===== config.mk =====
export PLATFORM = sky130hd
export DESIGN_NAME = ttl_gate_bank
export DESIGN_NICKNAME = d
export VERILOG_FILES = /design/src/rtl/ttl_gate_bank.sv
export SDC_FILE = /design/constraint.sdc
export NUM_CORES = 1
export LEC_CHECK = 0
export ABC_AREA = 1
export CORE_UTILIZATION = 37
export DETAILED_ROUTE_END_ITERATION = 7
export PLACE_DENSITY = 0.53
export SLEW_MARGIN = 40
export SYNTH_ARGS = -nofsm -noshare
export SYNTH_HDL_FRONTEND = slang
export SYNTH_SLANG_ARGS = --single-unit

===== constraint.sdc =====
create_clock -name clk -period 16.1 [get_ports clk]
set_input_delay 2.415 -clock clk [delete_from_list [all_inputs] [get_ports clk]]
set_output_delay 2.415 -clock clk [all_outputs]
set_load 0.02 [all_outputs]

===== src/rtl/ttl_gate_bank.sv =====
// ttl_gate_bank: CHANNELS two-input gates, function picked by a debounced mode button, results on even LEDs.
// Optional macro GATE_BANK_FREEZE_EN adds a freeze_btn that toggles a hold on the LED register.
module ttl_gate_bank #(
  parameter int CHANNELS        = 4,
  parameter int DEBOUNCE_CYCLES = 1000000
) (
  input  logic                  clk,
  input  logic                  rst,
  input  logic [2*CHANNELS-1:0] sw_pin,
  input  logic                  btn_mode,
`ifdef GATE_BANK_FREEZE_EN
  input  logic                  freeze_btn,
`endif
  output logic [2*CHANNELS-1:0] led_pin,
  output logic [2:0]            mode_led
);

  localparam int NSW = 2 * CHANNELS;
`ifdef GATE_BANK_FREEZE_EN
  localparam int NIN = NSW + 2;
`else
  localparam int NIN = NSW + 1;
`endif
  localparam int CW = $clog2(DEBOUNCE_CYCLES + 1);
  localparam logic [CW-1:0] CNT_LAST = CW'(DEBOUNCE_CYCLES - 1);

  typedef enum logic [2:0] {
    M_NAND = 3'd0,
    M_NOR  = 3'd1,
    M_AND  = 3'd2,
    M_OR   = 3'd3,
    M_XOR  = 3'd4,
    M_XNOR = 3'd5
  } mode_e;

  logic [NIN-1:0]         raw;
  logic [NIN-1:0]         sync1_q, sync2_q;
  logic [NIN-1:0]         stable_q, stable_d;
  logic [NIN-1:0][CW-1:0] cnt_q, cnt_d;
  logic                   btn_prev_q, btn_prev_d;
  logic                   btn_rise;
  mode_e                  mode_q, mode_d;
  logic [NSW-1:0]         led_q, led_d;
  logic                   frozen;

`ifdef GATE_BANK_FREEZE_EN
  logic frz_prev_q, frz_prev_d;
  logic freeze_q, freeze_d;

  assign raw    = {freeze_btn, btn_mode, sw_pin};
  assign frozen = freeze_q;

  always_comb begin
    frz_prev_d = stable_q[NIN-1];
    freeze_d   = freeze_q ^ (stable_q[NIN-1] & ~frz_prev_q);
  end

  always_ff @(posedge clk or posedge rst) begin
    if (rst) begin
      frz_prev_q <= 1'b0;
      freeze_q   <= 1'b0;
    end else begin
      frz_prev_q <= frz_prev_d;
      freeze_q   <= freeze_d;
    end
  end
`else
  assign raw    = {btn_mode, sw_pin};
  assign frozen = 1'b0;
`endif

  // A bit is accepted only after it has differed from stable for DEBOUNCE_CYCLES consecutive cycles
  always_comb begin
    stable_d = stable_q;
    cnt_d    = cnt_q;
    for (int i = 0; i < NIN; i++) begin
      if (sync2_q[i] == stable_q[i]) begin
        cnt_d[i] = '0;
      end else if (cnt_q[i] == CNT_LAST) begin
        stable_d[i] = sync2_q[i];
        cnt_d[i]    = '0;
      end else begin
        cnt_d[i] = cnt_q[i] + CW'(1);
      end
    end
  end

  always_comb begin
    btn_prev_d = stable_q[NSW];
    btn_rise   = stable_q[NSW] & ~btn_prev_q;
    mode_d     = mode_q;
    case (mode_q)
      M_NAND:  mode_d = btn_rise ? M_NOR  : M_NAND;
      M_NOR:   mode_d = btn_rise ? M_AND  : M_NOR;
      M_AND:   mode_d = btn_rise ? M_OR   : M_AND;
      M_OR:    mode_d = btn_rise ? M_XOR  : M_OR;
      M_XOR:   mode_d = btn_rise ? M_XNOR : M_XOR;
      M_XNOR:  mode_d = btn_rise ? M_NAND : M_XNOR;
      default: mode_d = M_NAND;
    endcase
  end

  always_comb begin
    led_d = led_q;
    if (!frozen) begin
      led_d = '0;
      for (int k = 0; k < CHANNELS; k++) begin
        case (mode_q)
          M_NAND:  led_d[2*k] = ~(stable_q[2*k] & stable_q[2*k+1]);
          M_NOR:   led_d[2*k] = ~(stable_q[2*k] | stable_q[2*k+1]);
          M_AND:   led_d[2*k] = stable_q[2*k] & stable_q[2*k+1];
          M_OR:    led_d[2*k] = stable_q[2*k] | stable_q[2*k+1];
          M_XOR:   led_d[2*k] = stable_q[2*k] ^ stable_q[2*k+1];
          M_XNOR:  led_d[2*k] = ~(stable_q[2*k] ^ stable_q[2*k+1]);
          default: led_d[2*k] = ~(stable_q[2*k] & stable_q[2*k+1]);
        endcase
      end
    end
  end

  always_ff @(posedge clk or posedge rst) begin
    if (rst) begin
      sync1_q    <= '0;
      sync2_q    <= '0;
      stable_q   <= '0;
      cnt_q      <= '0;
      btn_prev_q <= 1'b0;
      mode_q     <= M_NAND;
      led_q      <= '0;
    end else begin
      sync1_q    <= raw;
      sync2_q    <= sync1_q;
      stable_q   <= stable_d;
      cnt_q      <= cnt_d;
      btn_prev_q <= btn_prev_d;
      mode_q     <= mode_d;
      led_q      <= led_d;
    end
  end

  assign led_pin  = led_q;
  assign mode_led = mode_q;

endmodule


==> flow_summary_export.csv <==
group,metric,value,unit
clocking,cts_num_sinks,215,
placed_design,finalWeightedCongestion,0.870,
drt,highest-signal-layer,"met4",
grt,grt_pass1_wl,44000,um
clocking,path_clk_slew,0.06,ns
synthesis,syn_area,11900,sq um
finish,final_core_utilization,42.4,%
clocking,cts_max_path_buffers,3,
clocking,root_buffer,"clkbuf_16",
clocking,postCtsHoldBufs,0,
clocking,cts_resized,0,
floorplanning,ios,22,
clocking,clock_latency,0.54,ns
placed_design,dp.cells,1951,
setup_path,critPathKind,"primary input to async pin",
pwr,max-vdd-ir-drop,0.0823,mV
grt,grt_max_degree,102,
placed_design,io_buffers,17,
floorplanning,die_h,181,um
synthesis,synth_edf_count,0,
floorplanning,die_w,181,um
finish,layout.cells.non_filler,1999,
sta,rsz0062_at_grt,"false",
sta,finClkSkew,0.0121,ns
drt,wirelength_met1,12500,um
drt,finalWirelength,25000,um
setup_path,start_kind,"primary input",
synthesis,netlist_top_cells_count,"386 x nor2_1, 273 x nand2_1, 215 x dfrtp_1",
drt,drt_iter0_drc,558,
setup_path,r2r_slack,14.52,ns
drt,firstDrtPassIters,6,
sta,fin_setup_tns,0,ns
synthesis,netlist.area_leader.share,45.3,%
drt,wl_per_cell,12.5,um
synthesis,synth.most_common_cell,"nor2_1",
floorplanning,dieArea,32800,sq um
sta,layout_min_cycle_time,4.06,ns
drt,num_vias,9422,
synthesis,synth_ff_type,"dfrtp_1",
setup_path,required,16.70,ns
synthesis,syn_area_per_cell,7.72,sq um
finish,area_delta_synth_final,12.7,%
finish,n_antenna_cell,0,
finish,finalNetCount,1606,
synthesis,yosysTopAreaCell,"dfrtp_1",
hold_path,hold_path_class,"register to register",
clocking,cts.htree.levels,1,
setup_path,cp-end-kind,"async pin",
pwr,p_per_area,86.9,nW/um^2
sta,fmaxAchievable,247,MHz
sta,fin_crit_sh,25.2,%
floorplanning,num_rows,65,
flow_run,cap_violations,0,
sta,worst_pin_slew,0.724,ns
drt,via_per_inst,4.71,
clocking,postCtsSetupBuffers,0,
synthesis,ys_types,41,
sta,slew_headroom,51.7,%
synthesis,ys_seq_area_share,45.3,%
clocking,cts_tree,"built",
outcome,status,"complete, no violations",
synthesis,synth.area.top_cells,"dfrtp_1 45%, nor2_1 12%, nand2_1 8.6%",
clocking,cts_buffers,27,
grt,overflow,0,
synthesis,synthCells,1537,
finish,final_area,13400,sq um
sta,setup_viol,0,
grt,grt_pass1_vias,9267,
synthesis,yosys_warnings,0,
synthesis,async_reset_ff_share,100,%
grt,grt_use_total,16.0,%
setup_path,crit_arrival,4.65,ns
drt,routed-wl-met2,11300,um
finish,drive_gt1_share,9.46,%
drt,wl_met3,680,um
sta,drv_slew,0,
sta,whs,0.347,ns
drt,drc,0,
pwr,p_leak,5.67,nW
placed_design,place_area,12500,sq um
synthesis,synth-seq-cells,215,
setup_path,critical_path_peak_fanout,101,
floorplanning,initial_core_util,37.6,%
drt,antenna_left,0,
floorplanning,core_area,31600,sq um
sta,hold_viol,0,
grt,antenna_found_initial,1,
placed_design,dp_hpwl,17900,um
==> worst paths after layout <==
path,start,endpoint,cells past startpoint
max,rst,cnt_q[72],4
min,sync1_q[1],sync2_q[1],0
max reg2reg,cnt_q[160],cnt_q[169],6
min reg2reg,sync1_q[1],sync2_q[1],0
max in group clk,mode_led[1],mode_led[1],1
min in group asynchronous,rst,cnt_q[133],2
==> worst max-delay path, cell delays in order <==
cell and delay, ns:
clkdlybuf4s50_1 0.49, inv_8 0.48, buf_6 0.56, buf_4 0.64
==> per-stage QoR <==
step           worst slack [ns]  total power [mW]
2_1_floorplan              7.81             0.591
3_3_place_gp              11.03             0.602
3_5_place_dp              11.04             0.602
4_1_cts                   11.61              1.19
5_1_grt                   11.62              1.22
6_report                  12.04              1.16
==> cells in the final DEF (no fill, tap or decap), types with 3 or more instances in the layout <==
master	netlist	final
a21oi_1	23	23
and2_1	5	5
clkbuf_1	1	6
clkbuf_16	0	27
clkbuf_8	0	4
clkdlybuf4s50_1	0	17
clkinv_2	0	7
conb_1	1	4
dfrtp_1	215	215
ha_1	17	17
inv_1	154	153
inv_2	15	15
nand2_1	273	273
nand2_2	25	25
nand3_1	166	166
nand3_2	12	12
nand3b_1	3	3
nand4_1	21	21
nor2_1	386	386
nor2_2	20	20
nor2_4	20	20
nor3_1	24	24
nor3b_1	6	6
nor3b_2	3	3
o21a_1	5	5
o21ai_0	18	18
xnor2_1	28	27
xor2_1	64	64
xor2_2	3	3
==> cells by family (layout without fill, tap and decap cells) <==
family	after synthesis	count (layout)	share of synthesized area, %
AO/OA/AOI/OAI	58	58	2.83
XOR/XNOR	96	96	7.34
adder cells (fa/ha/maj)	17	17	1.79
buffers and inverters	179	236	5.84
flip-flops	215	215	45.3
other	1	4	0.0316
AND/OR/NAND/NOR	971	971	36.8
==> report_power, final <==
part	total, mW	internal (mW)	leakage, nW	switching (mW)
Clock	0.571	0.341	0.415	0.229
Combinational	0.0372	0.0103	2.33	0.0269
Sequential	0.554	0.548	2.92	0.00558
==> metal layers <==
metal / track usage, % / vias up
met2: 26.1 / 103
met3: 2.38 / 39
li1: - / 4916
met4: 3.93 / 0
met1: 22.2 / 4364
met5: 0 / -
==> state kept, by name, summed over array words and instances, names as in the netlist <==
name        count
sync1_q         9
stable_q        9
cnt_q         180
mode_led        3
led_pin         4
btn_prev_q      1
sync2_q         9
==> layout make-up <==
type	count	area [sq um]
clock buffers	37	753
clock inverters	11	88.8
repair buffers	19	189
flip-flops and latches	215	5380
inverters	169	642
multi-input cells	1146	5810
fillers	3264	18200
well taps	402	503
Power figures use the tool's default switching activity.
